[config.mk]
export PLATFORM = sky130hd
export DESIGN_NAME = seg_scan_ctrl
export DESIGN_NICKNAME = d
export VERILOG_FILES = /design/src/rtl/seg_scan_ctrl_pkg.sv /design/src/rtl/seg_scan_ctrl.sv
export SDC_FILE = /design/constraint.sdc
export NUM_CORES = 1
export LEC_CHECK = 0
export BUFFER_PORTS_ARGS = -buffer_cell sky130_fd_sc_hd__buf_2
export CORE_ASPECT_RATIO = 1.75
export CORE_UTILIZATION = 35
export CTS_CLUSTER_SIZE = 40
export DETAILED_ROUTE_END_ITERATION = 6
export PLACE_DENSITY = 0.54
export SYNTH_ARGS = -nofsm -noshare
export SYNTH_HDL_FRONTEND = slang
export SYNTH_SLANG_ARGS = --single-unit
[constraint.sdc]
create_clock -name clk -period 3.7 [get_ports clk]
set_clock_uncertainty 0.2 [all_clocks]
set_input_delay 0.185 -clock clk [delete_from_list [all_inputs] [get_ports clk]]
set_output_delay 0.185 -clock clk [all_outputs]
set_load 0.02 [all_outputs]
[src/rtl/seg_scan_ctrl_pkg.sv]
// seg_scan_ctrl_pkg
//   Shared definitions for the 7-segment scan controller:
//   FSM state encodings, default digit count, blank code
//   and a small compile-time max helper for sizing counters.
package seg_scan_ctrl_pkg;

    typedef enum logic {
        S_GAP  = 1'b0,
        S_SHOW = 1'b1
    } seg_state_e;

    localparam int         SEG_NDIG  = 8;
    localparam logic [3:0] SEG_BLANK = 4'hF;

    function automatic int seg_max(input int a, input int b);
        return (a > b) ? a : b;
    endfunction

endpackage

[src/rtl/seg_scan_ctrl.sv]
// seg_scan_ctrl
//   Time-multiplexed scan controller for an 8-digit 7-segment display.
//   Once per frame (on entry to digit 0) it snapshots the digit data,
//   the enable mask and the FIFO front index, then walks the digits.
//   Each digit slot is GAP cycles with all anodes off followed by DIV
//   cycles with that digit's anode driven low (if enabled).
// Ports
//   clk, rst       : clock, synchronous active-high reset
//   data[4N-1:0]   : BCD nibbles, digit i = data[4i+3:4i]
//   mask[N-1:0]    : 1 = digit shown, 0 = blanked
//   front_in[2:0]  : FIFO front index
//   x[3:0]         : BCD code to decoder, 4'hF when blanked
//   num[2:0]       : current digit index to decoder
//   front[2:0]     : frame snapshot of front_in
//   an[N-1:0]      : active-low anodes (one low, or all high)
//   frame_start    : one-cycle pulse when a new snapshot takes effect
module seg_scan_ctrl
    import seg_scan_ctrl_pkg::*;
#(
    parameter int NDIG = SEG_NDIG,
    parameter int DIV  = 100000,
    parameter int GAP  = 16
) (
    input  logic              clk,
    input  logic              rst,
    input  logic [4*NDIG-1:0] data,
    input  logic [NDIG-1:0]   mask,
    input  logic [2:0]        front_in,
    output logic [3:0]        x,
    output logic [2:0]        num,
    output logic [2:0]        front,
    output logic [NDIG-1:0]   an,
    output logic              frame_start
);

    localparam int CNT_MAX = seg_max(DIV, GAP);
    localparam int CW      = (CNT_MAX > 1) ? $clog2(CNT_MAX) : 1;

    localparam logic [CW-1:0] GAP_LAST  = CW'(GAP - 1);
    localparam logic [CW-1:0] DIV_LAST  = CW'(DIV - 1);
    localparam logic [2:0]    DIG_LAST  = 3'(NDIG - 1);
    localparam logic [NDIG-1:0] AN_OFF  = '1;

    seg_state_e        r_state;
    logic [CW-1:0]     r_cnt;
    logic [2:0]        r_digit;
    logic [4*NDIG-1:0] r_data_q;
    logic [NDIG-1:0]   r_mask_q;

    // At digit 0 the snapshot is being reloaded on this very edge, so the
    // outputs must come straight from the inputs rather than the stale copy.
    logic [4*NDIG-1:0] w_data_eff;
    logic [NDIG-1:0]   w_mask_eff;
    logic [3:0]        w_nib;
    logic              w_lit;
    logic [NDIG-1:0]   w_an_lit;

    always_comb begin
        w_data_eff = (r_digit == 3'd0) ? data : r_data_q;
        w_mask_eff = (r_digit == 3'd0) ? mask : r_mask_q;
        w_nib      = w_data_eff[4*r_digit +: 4];
        w_lit      = w_mask_eff[r_digit];
        w_an_lit   = ~(NDIG'(1) << r_digit);
    end

    always_ff @(posedge clk) begin
        if (rst) begin
            r_state     <= S_GAP;
            r_cnt       <= '0;
            r_digit     <= 3'd0;
            r_data_q    <= '0;
            r_mask_q    <= '0;
            front       <= 3'd0;
            an          <= AN_OFF;
            x           <= SEG_BLANK;
            num         <= 3'd0;
            frame_start <= 1'b0;
        end else begin
            frame_start <= 1'b0;
            case (r_state)
                S_GAP: begin
                    an <= AN_OFF;
                    if (r_cnt == GAP_LAST) begin
                        r_state <= S_SHOW;
                        r_cnt   <= '0;
                        num     <= r_digit;
                        x       <= w_lit ? w_nib : SEG_BLANK;
                        an      <= w_lit ? w_an_lit : AN_OFF;
                        if (r_digit == 3'd0) begin
                            r_data_q    <= data;
                            r_mask_q    <= mask;
                            front       <= front_in;
                            frame_start <= 1'b1;
                        end
                    end else begin
                        r_cnt <= r_cnt + 1'b1;
                    end
                end
                S_SHOW: begin
                    if (r_cnt == DIV_LAST) begin
                        r_state <= S_GAP;
                        r_cnt   <= '0;
                        an      <= AN_OFF;
                        r_digit <= (r_digit == DIG_LAST) ? 3'd0 : r_digit + 3'd1;
                    end else begin
                        r_cnt <= r_cnt + 1'b1;
                    end
                end
                default: r_state <= S_GAP;
            endcase
        end
    end

endmodule

======== After elaboration in Yosys (flattened, before gate mapping) ========
Cells that the tools add are included.
storage, ports and cells
  output and inout port bits .............. 19
  word-level logic and storage cells ...... 44
  bits in registers ....................... 80
operators by class
  bitwise gates (word level) .............. 3
  order comparisons ....................... 1
  eq/ne operators ......................... 4
  add/subtract/negate cells ............... 2
  reduce and logical (&&, ||, !) cells .... 5
  shifts and indexed selects .............. 2
  muxes and demuxes ....................... 17
operators with widths
  kind                                                                   number
  17-bit two-way mux                                                     2
  17-bit case mux with 2 select lines                                    1
  32-bit two-way mux                                                     1
  8-bit two-way mux                                                      4
  32-bit by 6-bit indexed part select with 4-bit output                  1
  17-bit by 1-bit adder with 17-bit output (second input constant)       1
  17-bit == test (second input constant)                                 1
  17-bit by 4-bit == test with 1-bit output (second input constant)      1
  8-bit case mux with 2 select lines                                     1
  8-bit inverter                                                         1
  1-bit by 3-bit left shift with 8-bit output (first input constant)     1
  3-bit by 4-bit < comparator with 1-bit output (second input constant)  1
  1-bit two-way mux                                                      4
  4-bit two-way mux                                                      1
  2-bit AND reduction                                                    2
  3-bit by 1-bit adder with 3-bit output (second input constant)         1
  1-bit binary-select mux with 3-bit select                              1
  3-bit == test (second input constant)                                  1
  3-bit zero test                                                        1
  3-bit two-way mux                                                      1
  3-bit AND reduction                                                    1
  3-bit OR reduction                                                     1
  2-bit by 1-bit != test with 1-bit output (second input constant)       1
  1-bit inverter                                                         2
  1-bit case mux with 2 select lines                                     1

======== Depth between registers and ports, before layout ========
  depth in word-level cells ............... 7
  depth in mapped cells ................... 11

======== Worst setup path after synthesis ========
Ideal clock, no wire load.
  path kind ............................... reg-to-reg
  start ................................... register r_digit[1]
  end ..................................... register an[3]
  required time ........................... 3,377 ps
  setup time .............................. 123 ps
  clock period less this slack ............ 3,150 ps
  arrival time ............................ 2,827 ps
  cell stages (with the launch flop) ...... 11
  path buffers ............................ 3
  setup slack ............................. 550 ps
  cells stage by stage .................... dfxtp_1 -> clkbuf_1 -> buf_1 -> inv_1 -> ha_1 -> clkbuf_1 -> mux2i_1 -> mux4_2 -> o21ai_0 -> nor3b_4 -> a21oi_1
between the ends
  cells in the longest elaborated chain, start to end .. 7
RTL lines
  what                                       line                  source
  start: declaration                         seg_scan_ctrl.sv:46   logic [2:0] r_digit;
  start signal: assignment                   seg_scan_ctrl.sv:104  r_digit <= (r_digit == DIG_LAST) ? 3'd0 : r_digit + 3'd1;
  3-bit zero test                            seg_scan_ctrl.sv:60   w_mask_eff = (r_digit == 3'd0) ? mask : r_mask_q;
  8-bit two-way mux                          --
  1-bit binary-select mux with 3-bit select  seg_scan_ctrl.sv:62   w_lit = w_mask_eff[r_digit];
  1-bit two-way mux (not written as such)    seg_scan_ctrl.sv:62
  8-bit two-way mux (*)                      seg_scan_ctrl.sv:88   an <= w_lit ? w_an_lit : AN_OFF;
  8-bit two-way mux (*)                      seg_scan_ctrl.sv:83   if (r_cnt == GAP_LAST) begin
  8-bit case mux with 2 select lines (*)     seg_scan_ctrl.sv:80   case (r_state)
  end signal: assignment                     seg_scan_ctrl.sv:88
  end: declaration                           seg_scan_ctrl.sv:32   output logic [NDIG-1:0] an,
Mark *: on every way between the ends. The rest lies on a longest branch, timed or not. The select of a mux whose other input is x is not followed.
A chain may end at the register's enable or synchronous reset.

======== Worst setup path after layout ========
  start ................................... register r_cnt[11]
  end ..................................... register r_cnt[12]
between the ends
  cells in the longest elaborated chain, start to end .. 3
RTL lines
  what                                                              line                                       source
  start: declaration                                                seg_scan_ctrl.sv:45                        logic [CW-1:0] r_cnt;
  start signal: assignment                                          seg_scan_ctrl.sv:96                        r_cnt <= r_cnt + 1'b1;
  start signal: assignment                                          seg_scan_ctrl.sv:106                       r_cnt <= r_cnt + 1'b1;
  17-bit by 1-bit adder with 17-bit output (tied with other cells)  seg_scan_ctrl.sv:96, seg_scan_ctrl.sv:106
  17-bit two-way mux (on tied branches)                             seg_scan_ctrl.sv:100, seg_scan_ctrl.sv:83
  17-bit case mux with 2 select lines (*)                           seg_scan_ctrl.sv:80
Mark *: on every way between the ends. The rest lies on a longest branch, timed or not.

==> impl_metrics.env <==
export IMPL_maxCapViolations=0
export IMPL_crit_path_max_fanout=17
export IMPL_sw_frac_of_total=0.232
export IMPL_grt_setup_unrepaired="false"
export IMPL_cp_slowest_cell="or4_1"
export IMPL_finalPower_mw=1.80
export IMPL_gp_congestion=0.789
export IMPL_hold_class="in2reg"
export IMPL_crit_type="reg2reg"
export IMPL_yosysSeqAreaShare=0.447
export IMPL_rows=48
export IMPL_syn_nets=465
export IMPL_die_x_um=78.5
export IMPL_synth_edf_count=0
export IMPL_min_period_ns=2.98
export IMPL_slew_viol_final=0
export IMPL_drc_errors=0
export IMPL_synthCells=413
export IMPL_tns_ns=0
export IMPL_vias_per_cell=4.92
export IMPL_required_ns=3.70
export IMPL_grt_max_degree=44
export IMPL_drtIter0Drc=127
export IMPL_fill_cells=979
export IMPL_final_area_mm2=0.00469
export IMPL_hold_viol=0
export IMPL_worstPathCellList="or4_1 > or4_1 > nor4_2 > or3_1 > nor2_1"
export IMPL_dpl_hpwl_mm=6.16
export IMPL_yosysWarnings=0
export IMPL_dpl_cell_area_mm2=0.00398
export IMPL_insertion_delay_ns=0.34
export IMPL_cp_start_kind="flop"
export IMPL_syn2layout_area_growth_pct=31.1
export IMPL_finalWorstSetupSlack_ns=0.724
export IMPL_fp_dieArea_mm2=0.0107
export IMPL_synth_top_area_share=0.447
export IMPL_pwr_density_cell_mw_per_mm2=384
export IMPL_tightest_slew_ns=0.707
export IMPL_yosys_area_top_type="dfxtp_1"
export IMPL_internal_power_mw=1.38
export IMPL_cp_data_arrival_time_ns=2.97
export IMPL_clock_sinks=80
export IMPL_cellLeakagePower_nw=1.76
export IMPL_p_comb_frac=0.056
export IMPL_slew_headroom=0.526
export IMPL_fmax_mhz=336
export IMPL_portBuffers=63
export IMPL_dr_pass1_iters=4
export IMPL_grtUsageTotal=0.183
export IMPL_grt_pass1_wl_mm=14.7
export IMPL_core_area_mm2=0.00991
export IMPL_place_ws_ns=0.700
export IMPL_synthFlopType="dfxtp_1"
export IMPL_clk_path_buf_depth=2
export IMPL_root_buffer="clkbuf_16"
export IMPL_setup_viol=0
export IMPL_status="complete, no violations"
export IMPL_nets=561
export IMPL_wl_mm=9.08
export IMPL_cts_inserted_buffers=9
export IMPL_start_util=0.361
export IMPL_synthTopCellsByArea="dfxtp_1, nand2_1, a21oi_1, mux4_2, mux2i_1"
export IMPL_wl_per_cell_um=14.2
export IMPL_synthesis_area_mm2=0.00358
export IMPL_cts_tree="done"
export IMPL_p_sw_mw=0.419
export IMPL_timing_final_crit_share=0.804
export IMPL_n_antenna_cell=0
export IMPL_fin_hold_ws_ns=0.133
export IMPL_ant_nets=0
export IMPL_avgSynthCellArea_um2=8.67
export IMPL_clk_pin_slew_worst_paths_ns=0.06
export IMPL_cp_end_kind="flop"
export IMPL_vdd_ir_drop_max_v=0.000231
export IMPL_synth_seq_cells=80
export IMPL_io_pins=64
export IMPL_die_y_um=136
export IMPL_vias=3142
export IMPL_clkPwrFrac=0.463
export IMPL_antenna_found_initial=0
export IMPL_p_seq_frac=0.481
export IMPL_slowest_delay_ns=0.57
export IMPL_synthArstFlopShare=0
export IMPL_htreeDepth=3
export IMPL_drive_gt1_frac=0.202
export IMPL_critPathMostFrequentCell="or4_1"
export IMPL_grt_ovfl_total=0
export IMPL_yosysUniqueCellTypes=40
export IMPL_grt_pass1_vias=3062
through the flow:
| step | utilization | cells |
|---|---|---|
| global route | 0.473 | 639 |
| global placement | 0.402 | 580 |
| finish | 0.473 | 639 |
| detailed placement | 0.402 | 580 |
| CTS | 0.473 | 639 |
| floorplan | - | 413 |
synthesized netlist by cell type (3+ instances only):
cell      number
a21oi_1       55
and3_1         3
buf_1          3
clkbuf_1      20
dfxtp_1       80
ha_1           7
inv_1          5
mux2i_1       13
mux4_2        10
nand2_1      104
nand3_1        9
nor2_1        28
nor2b_1        4
nor3_1        13
o21ai_0        5
or4_1          3
xnor2_1        7
xor2_1         8
per-layer routing:
metal  track usage  up-vias  part of all wire
met3        0.0411        8             0.029
met4        0.0751        0             0.013
li1              -     1602                 -
met2         0.320       50              0.54
met5             0        -                 0
met1         0.212     1482              0.42
final timing paths:
kind	from	end	cells after the start	slack [ns]
setup reg to reg	r_cnt[11]	r_cnt[12]	5	0.72
hold reg to reg	r_data_q[2]	r_data_q[2]	2	0.25
setup / recovery	r_cnt[11]	r_cnt[12]	5	0.72
hold / removal	rst	r_state	2	0.13
logic make-up (layout without fill, tap and decap cells):
logic type | Yosys count | count (layout) | synth area share
compound gates | 71 | 71 | 0.110
xor+xnor | 15 | 15 | 0.0367
flops | 80 | 80 | 0.447
fa+ha+maj | 7 | 7 | 0.0245
mux | 25 | 25 | 0.106
simple gates | 183 | 183 | 0.239
buf+inv | 32 | 133 | 0.0374
final cells by class:
cell class / count / area (um^2) / share of cell area
timing repair buffer: 112 / 791 / 0.169
inverter: 5 / 18.8 / 0.00400
tap: 125 / 156 / 0.0333
clock buffer: 9 / 225 / 0.0480
sequential: 80 / 1600 / 0.341
clock inverter: 7 / 55.1 / 0.0117
multi-input combinational: 301 / 1840 / 0.393
cell usage in the layout (no fill, tap or decap), types with 2 or more instances in the layout:
cell,n
a2bb2oi_1,2
xor2_1,8
nand3b_1,2
a21oi_1,55
clkinvlp_4,5
nor4_1,2
or3_1,2
and3_1,3
nand2b_1,2
ha_1,7
inv_1,5
mux2_2,2
buf_2,63
nand3_1,9
o22a_1,2
o21ai_0,5
a221oi_1,2
a22oi_1,2
nor2b_1,4
or4_1,3
and4_1,2
a31oi_1,2
mux2i_1,13
dfxtp_1,80
clkbuf_16,9
nor4_4,2
buf_4,6
nor3_1,13
dlygate4sd3_1,43
nor2_1,28
mux4_2,10
xnor2_1,7
inv_6,2
nand2_1,104
nand4_1,2
worst max-delay path, delay by kind of cell (launching register included):
| family | cells | cell delay [ns] |
|---|---|---|
| simple gates | 5 | 2.31 |
| flops | 1 | 0.33 |
power groups by stage:
| stage | clock, mW | sequential (mW) | combinational [mW] |
|---|---|---|---|
| floorplan | 0 | 0.885 | 0.0319 |
| global placement | 0 | 0.886 | 0.0650 |
| detailed placement | 0 | 0.886 | 0.0654 |
| CTS | 0.858 | 0.866 | 0.100 |
| global route | 0.903 | 0.866 | 0.109 |
| finish | 0.834 | 0.867 | 0.100 |
repair_timing:
action | in CTS | in global routing
resized for setup | 0 | 0
setup buffers | 0 | 0
endpoints found under the hold margin | 43 | 0
hold buffers | 43 | 0
sequential cells by signal, indices dropped and copies added, names as in the netlist:
name / count
r_digit: 3
an: 8
r_mask_q: 8
frame_start: 1
x: 4
front: 3
r_state: 1
r_data_q: 32
num: 3
r_cnt: 17
No activity file was read; power rests on OpenSTA's default activity.
